File: config.mk
export PLATFORM = sky130hd
export DESIGN_NAME = mac_fifo_ctrl_flat
export DESIGN_NICKNAME = d
export VERILOG_FILES = /design/src/rtl/mac_fifo_ctrl_if.sv /design/src/rtl/mac_fifo_ctrl.sv /design/src/flat_wrapper.sv
export SDC_FILE = /design/constraint.sdc
export NUM_CORES = 1
export LEC_CHECK = 0
export CAP_MARGIN = 20
export CORE_ASPECT_RATIO = 1.25
export CORE_MARGIN = 5
export CORE_UTILIZATION = 50
export DETAILED_ROUTE_END_ITERATION = 7
export PLACE_DENSITY_LB_ADDON = 0.05
export SYNTH_ARGS = -nofsm -noshare
export SYNTH_HDL_FRONTEND = slang
export SYNTH_SLANG_ARGS = --single-unit
File: constraint.sdc
create_clock -name clk -period 12.3 [get_ports clk]
set_input_delay 2.46 -clock clk [delete_from_list [all_inputs] [get_ports clk]]
set_output_delay 2.46 -clock clk [all_outputs]
set_load 0.02 [all_outputs]
File: src/rtl/mac_fifo_ctrl_if.sv
// Bundle between the dot-product MAC controller, its two operand FIFOs and the
// result consumer. The controller uses the slave modport; the environment uses master.
interface mac_fifo_ctrl_if #(
    parameter int DATA_WIDTH = 8,
    parameter int ACC_WIDTH  = 24,
    parameter int LEN_WIDTH  = 8
);
    logic                  start;
    logic [LEN_WIDTH-1:0]  len;
    logic                  busy;
    logic                  a_n_empty;
    logic                  a_RE;
    logic [DATA_WIDTH-1:0] a_Dout;
    logic                  b_n_empty;
    logic                  b_RE;
    logic [DATA_WIDTH-1:0] b_Dout;
    logic                  res_valid;
    logic                  res_ready;
    logic [ACC_WIDTH-1:0]  res_data;
    logic                  res_ovf;
    logic [1:0]            state_dbg;

    // Result handshake: res_data/res_ovf are held stable while res_valid=1 and the
    // transfer happens on the rising edge where res_valid=1 and res_ready=1.
    // FIFO side: RE pops one entry; the entry appears on Dout one cycle later.
    modport master (
        output start, len, a_n_empty, a_Dout, b_n_empty, b_Dout, res_ready,
        input  busy, a_RE, b_RE, res_valid, res_data, res_ovf, state_dbg
    );
    modport slave (
        input  start, len, a_n_empty, a_Dout, b_n_empty, b_Dout, res_ready,
        output busy, a_RE, b_RE, res_valid, res_data, res_ovf, state_dbg
    );
endinterface

File: src/rtl/mac_fifo_ctrl.sv
// Dot-product engine: pops operand pairs from two registered-output FIFOs,
// accumulates unsigned products and offers the sum on a valid/ready port.
module mac_fifo_ctrl #(
    parameter int DATA_WIDTH = 8,
    parameter int ACC_WIDTH  = 24,
    parameter int LEN_WIDTH  = 8
) (
    input logic clk,
    input logic rst_n,
    mac_fifo_ctrl_if.slave bus
);
    typedef enum logic [1:0] {
        IDLE  = 2'd0,
        RUN   = 2'd1,
        DRAIN = 2'd2,
        DONE  = 2'd3
    } state_t;

    state_t                  state;
    logic [LEN_WIDTH-1:0]    len_q;
    logic [LEN_WIDTH-1:0]    issued;
    logic [LEN_WIDTH-1:0]    consumed;
    logic [ACC_WIDTH-1:0]    acc;
    logic                    ovf;
    logic                    pop_d;
    logic                    busy_q;
    logic                    valid_q;
    logic                    pop;
    logic [2*DATA_WIDTH-1:0] prod;
    logic [ACC_WIDTH:0]      sum;

    // Both FIFOs are popped in lockstep so operand pairs can never slip apart.
    assign pop  = (state == RUN) && bus.a_n_empty && bus.b_n_empty && (issued < len_q);
    assign prod = bus.a_Dout * bus.b_Dout;
    assign sum  = {1'b0, acc} + (ACC_WIDTH+1)'(prod);

    assign bus.a_RE      = pop;
    assign bus.b_RE      = pop;
    assign bus.busy      = busy_q;
    assign bus.res_valid = valid_q;
    assign bus.res_data  = acc;
    assign bus.res_ovf   = ovf;
    assign bus.state_dbg = state;

    always_ff @(posedge clk or negedge rst_n) begin
        if (!rst_n) begin
            state    <= IDLE;
            len_q    <= '0;
            issued   <= '0;
            consumed <= '0;
            acc      <= '0;
            ovf      <= 1'b0;
            pop_d    <= 1'b0;
            busy_q   <= 1'b0;
            valid_q  <= 1'b0;
        end else begin
            pop_d <= pop;
            if (pop) issued <= issued + LEN_WIDTH'(1);
            // Dout is registered, so the pair popped last cycle is on the bus now.
            if (pop_d) begin
                acc      <= sum[ACC_WIDTH-1:0];
                consumed <= consumed + LEN_WIDTH'(1);
                if (sum[ACC_WIDTH]) ovf <= 1'b1;
            end
            case (state)
                IDLE: begin
                    if (bus.start) begin
                        len_q    <= bus.len;
                        issued   <= '0;
                        consumed <= '0;
                        acc      <= '0;
                        ovf      <= 1'b0;
                        busy_q   <= 1'b1;
                        if (bus.len != '0) begin
                            state <= RUN;
                        end else begin
                            state   <= DONE;
                            valid_q <= 1'b1;
                        end
                    end
                end
                RUN: begin
                    if (pop && (issued + LEN_WIDTH'(1) == len_q)) state <= DRAIN;
                end
                DRAIN: begin
                    if (consumed == len_q) begin
                        state   <= DONE;
                        valid_q <= 1'b1;
                    end
                end
                DONE: begin
                    if (bus.res_ready) begin
                        state   <= IDLE;
                        busy_q  <= 1'b0;
                        valid_q <= 1'b0;
                    end
                end
                default: state <= IDLE;
            endcase
        end
    end
endmodule

File: src/flat_wrapper.sv
// flat-port wrapper written by rule: the top's interface ports become plain ports
module mac_fifo_ctrl_flat 
#(
    parameter int DATA_WIDTH = 8,
    parameter int ACC_WIDTH  = 24,
    parameter int LEN_WIDTH  = 8
)
  (clk, rst_n, bus_start, bus_len, bus_a_n_empty, bus_a_Dout, bus_b_n_empty, bus_b_Dout, bus_res_ready, bus_busy, bus_a_RE, bus_b_RE, bus_res_valid, bus_res_data, bus_res_ovf, bus_state_dbg);
  mac_fifo_ctrl_if #(.DATA_WIDTH(DATA_WIDTH), .ACC_WIDTH(ACC_WIDTH), .LEN_WIDTH(LEN_WIDTH)) bus_i ();
  input logic clk;
  input logic rst_n;
  input wire logic [$bits(bus_i.start)-1:0] bus_start;
  input wire logic [$bits(bus_i.len)-1:0] bus_len;
  input wire logic [$bits(bus_i.a_n_empty)-1:0] bus_a_n_empty;
  input wire logic [$bits(bus_i.a_Dout)-1:0] bus_a_Dout;
  input wire logic [$bits(bus_i.b_n_empty)-1:0] bus_b_n_empty;
  input wire logic [$bits(bus_i.b_Dout)-1:0] bus_b_Dout;
  input wire logic [$bits(bus_i.res_ready)-1:0] bus_res_ready;
  output wire logic [$bits(bus_i.busy)-1:0] bus_busy;
  output wire logic [$bits(bus_i.a_RE)-1:0] bus_a_RE;
  output wire logic [$bits(bus_i.b_RE)-1:0] bus_b_RE;
  output wire logic [$bits(bus_i.res_valid)-1:0] bus_res_valid;
  output wire logic [$bits(bus_i.res_data)-1:0] bus_res_data;
  output wire logic [$bits(bus_i.res_ovf)-1:0] bus_res_ovf;
  output wire logic [$bits(bus_i.state_dbg)-1:0] bus_state_dbg;
  assign bus_i.start = bus_start;
  assign bus_i.len = bus_len;
  assign bus_i.a_n_empty = bus_a_n_empty;
  assign bus_i.a_Dout = bus_a_Dout;
  assign bus_i.b_n_empty = bus_b_n_empty;
  assign bus_i.b_Dout = bus_b_Dout;
  assign bus_i.res_ready = bus_res_ready;
  assign bus_busy = bus_i.busy;
  assign bus_a_RE = bus_i.a_RE;
  assign bus_b_RE = bus_i.b_RE;
  assign bus_res_valid = bus_i.res_valid;
  assign bus_res_data = bus_i.res_data;
  assign bus_res_ovf = bus_i.res_ovf;
  assign bus_state_dbg = bus_i.state_dbg;
  mac_fifo_ctrl #(.DATA_WIDTH(DATA_WIDTH), .ACC_WIDTH(ACC_WIDTH), .LEN_WIDTH(LEN_WIDTH)) u_core (.clk(clk), .rst_n(rst_n), .bus(bus_i));
endmodule
==> flow_metrics.py <==
metrics = {
    "run_status": {
        "status": "complete, no violations",
    },
    "timing": {
        "fin_worst_skew_ps": 7.31,
        "period_needed_ps": 7210,
        "setup_viol": 0,
        "slew_headroom": 0.520,
        "setup_tns_ps": 0,
        "finalCritPeriodShare": 0.586,
        "rsz0062_at_grt": "no",
        "maxSlewViolCount": 0,
        "worst_slew_pin_slew_ps": 703,
        "hold_viol_final": 0,
        "fmax_mhz": 139,
    },
    "floorplan": {
        "die_y_um": 130,
        "die_w_um": 106,
        "std_cell_rows": 43,
        "coreArea_sq_mm": 0.0111,
        "initial_utilization": 0.513,
        "ios": 61,
        "die_area_sq_mm": 0.0137,
    },
    "detailed_routing": {
        "post_drt_via_cell_ratio": 5.43,
        "drt_pre_antenna_iters": 5,
        "wire_per_inst_um": 15.3,
        "drt-total-wl_mm": 12.8,
        "drc": 0,
        "drt_iter0_drc": 255,
        "postRouteAntennaNets": 0,
        "vias": 4575,
    },
    "cts": {
        "cts_tree": "done",
        "cts-root-buf": "clkbuf_16",
        "postCtsHoldBufs": 0,
        "clock_sinks": 54,
        "clkTransAtPathRegs_ps": 70,
        "cts_buffers": 5,
        "cts_resized": 0,
        "clk_latency_ps": 310,
        "cts_setup_buffers": 0,
        "clk_path_buf_depth": 2,
        "htree_levels": 2,
    },
    "critical_path": {
        "cp-end-kind": "flip-flop",
        "crit_chain": "clkdlybuf4s50_1 > nand2_1 > fa_1 > fa_1 > inv_1 > fa_1 > inv_1 > fa_1 > inv_1 > ha_1 > nand2_1 > o21ai_0 > a21boi_1 > o211a_4 > or4_1 > a21oi_1",
        "cpMostUsedCell": "fa_1",
        "worstPathMaxFanout": 8,
        "critPathArrivalTime_ps": 7440,
        "crit_type": "input port to flip-flop",
        "regToRegStartpoint": "u_core.bus.res_data[7]",
        "startpoint_type": "input port",
        "reg2reg_slack_ps": 7660,
        "crit_slowest_cell": "clkdlybuf4s50_1",
        "critPathMaxStageDelay_ps": 640,
        "rr_endpoint": "u_core.bus.res_data[23]",
        "ff2ff_path_depth": 15,
        "required_ps": 12530,
    },
    "logic_synthesis": {
        "syn-cell-area_sq_mm": 0.00571,
        "synthDistinctLibCells": 55,
        "ys_seq_elements": 54,
        "synth_area_per_cell_sq_um": 8.76,
        "ys.flop_type": "dfrtp_1",
        "yosysWarnings": 0,
        "synth_edf_count": 0,
        "synthCells": 652,
        "synthArstFlopShare": 1.00,
        "yosysSeqAreaShare": 0.237,
        "synth_nets": 787,
    },
    "power_and_ir_drop": {
        "ir_drop_v": 0.000147,
        "powerDensity_mw_per_mm2": 223,
        "total_leakage_power_nw": 3.19,
    },
    "worst_hold_path": {
        "hold_path_depth": 2,
        "hold_start": "u_core.bus.busy",
        "min_to": "u_core.bus.busy",
        "hold_path_class": "flip-flop to flip-flop",
    },
    "placement": {
        "placed_area_sq_mm": 0.00644,
        "port_buffers": 60,
        "dp_hpwl_mm": 10.4,
        "gp_congestion": 0.872,
    },
    "finish": {
        "nNetsFinal": 841,
        "most-common-layout-cells": "122 x inv_1, 66 x nand2_1, 59 x clkdlybuf4s50_1",
        "antenna_cells": 0,
        "fin_area_sq_mm": 0.00660,
        "post-route-util": 0.592,
        "final_common_cell": "inv_1",
        "syn_to_final_growth_pct": 15.5,
        "drive_above_1_share": 0.0311,
    },
    "global_route": {
        "grt_max_degree": 55,
        "grtUsageTotal": 0.199,
        "grt_overflow": 0,
        "antenna_found_initial": 0,
        "grt_first_pass_wirelength_mm": 22.4,
        "grt_pass1_vias": 4729,
    },
    "job": {
        "drv_cap": 0,
    },
}
worst max-delay path by stage:
stage,start,to,slack [ps],cells past startpoint
after global placement,bus_b_Dout[7],u_core.bus.res_data[23],4830,16
after floorplan,bus_a_Dout[3],u_core.bus.res_data[23],5710,14
after CTS,bus_b_Dout[7],u_core.bus.res_data[23],5070,16
after global routing,bus_a_Dout[4],u_core.bus.res_data[23],4880,15
after detailed placement,bus_b_Dout[7],u_core.bus.res_data[23],4760,16
final,bus_b_Dout[7],u_core.bus.res_data[23],5090,16
flip-flops by register name, indices dropped and copies added (netlist names):
name                  count
u_core.bus.res_data      24
u_core.consumed           8
u_core.issued             8
u_core.len_q              8
u_core.bus.state_dbg      2
u_core.bus.busy           1
u_core.bus.res_ovf        1
u_core.bus.res_valid      1
u_core.pop_d              1
per-stage QoR:
step	total power, W	hold slack [ps]	instances	setup WS (ps)
final	0.00147	517	842	5090
after global routing	0.00163	542	842	4880
after CTS	0.00149	521	842	5070
after detailed placement	0.00132	500	834	4760
after global placement	0.00130	502	834	4830
after floorplan	0.00104	492	652	5710
worst max-delay path, delay by kind of cell:
| family | cells | cell delay [ps] |
|---|---|---|
| AND/OR/NAND/NOR | 3 | 720 |
| buffers and inverters | 4 | 800 |
| adder cells (fa/ha/maj) | 5 | 2530 |
| AO/OA/AOI/OAI | 4 | 950 |
cell usage after synthesis (3+ instances only):
master	count	area (sq um)
or3_1	5	31.3
xnor2_1	25	219
nand4_1	7	43.8
o21ai_0	29	145
a21o_1	3	22.5
buf_1	3	11.3
ha_1	55	688
o31ai_1	5	37.5
a211o_1	3	26.3
nand3_1	12	60.1
nor4_1	6	37.5
and2_1	36	225
inv_1	122	458
dfrtp_1	54	1350
clkbuf_1	11	41.3
fa_1	50	1000
o21bai_1	4	30.0
xor2_1	8	70.1
or2_2	4	25.0
a21oi_1	25	125
nor2_1	35	131
a211oi_1	6	45.0
mux2i_1	16	160
or4_1	3	22.5
and3_1	7	43.8
a31oi_1	5	31.3
nand2b_1	4	25.0
nand2_1	66	248
o21a_1	3	22.5
nor3_1	6	30.0
o211ai_1	6	45.0
logic make-up (layout without fill, tap and decap cells):
kind of cell	count (synthesis)	after routing	synth area share
XOR/XNOR	34	34	0.0548
AND/OR/NAND/NOR	197	197	0.170
buffers and inverters	139	194	0.0922
AO/OA/AOI/OAI	106	106	0.121
flip-flops	54	54	0.237
adder cells (fa/ha/maj)	105	105	0.296
multiplexers	17	17	0.0300
routing by layer:
layer | share of wire | wire [um] | GRT usage | vias to the layer above
li1 | - | - | - | 2239
met1 | 0.43 | 5560 | 0.247 | 2214
met2 | 0.51 | 6510 | 0.357 | 101
met3 | 0.036 | 459 | 0.0264 | 21
met4 | 0.024 | 314 | 0.0671 | 0
met5 | 0 | 0 | 0 | -
where the power goes:
| part | internal (W) | switching (W) | total [W] |
|---|---|---|---|
| Sequential | 0.000228 | 0.0000568 | 0.000285 |
| Combinational | 0.000430 | 0.000602 | 0.00103 |
| Clock | 0.0000783 | 0.0000735 | 0.000152 |
area by class of cell:
cell class | instances | area [sq um]
Tap cell | 135 | 169
Multi-Input combinational cell | 459 | 3840
Clock buffer | 5 | 125
Fill cell | 1038 | 4540
Timing Repair Buffer | 63 | 618
Clock inverter | 3 | 28.8
Inverter | 123 | 462
Sequential cell | 54 | 1350
No activity file was read; power rests on OpenSTA's default activity.
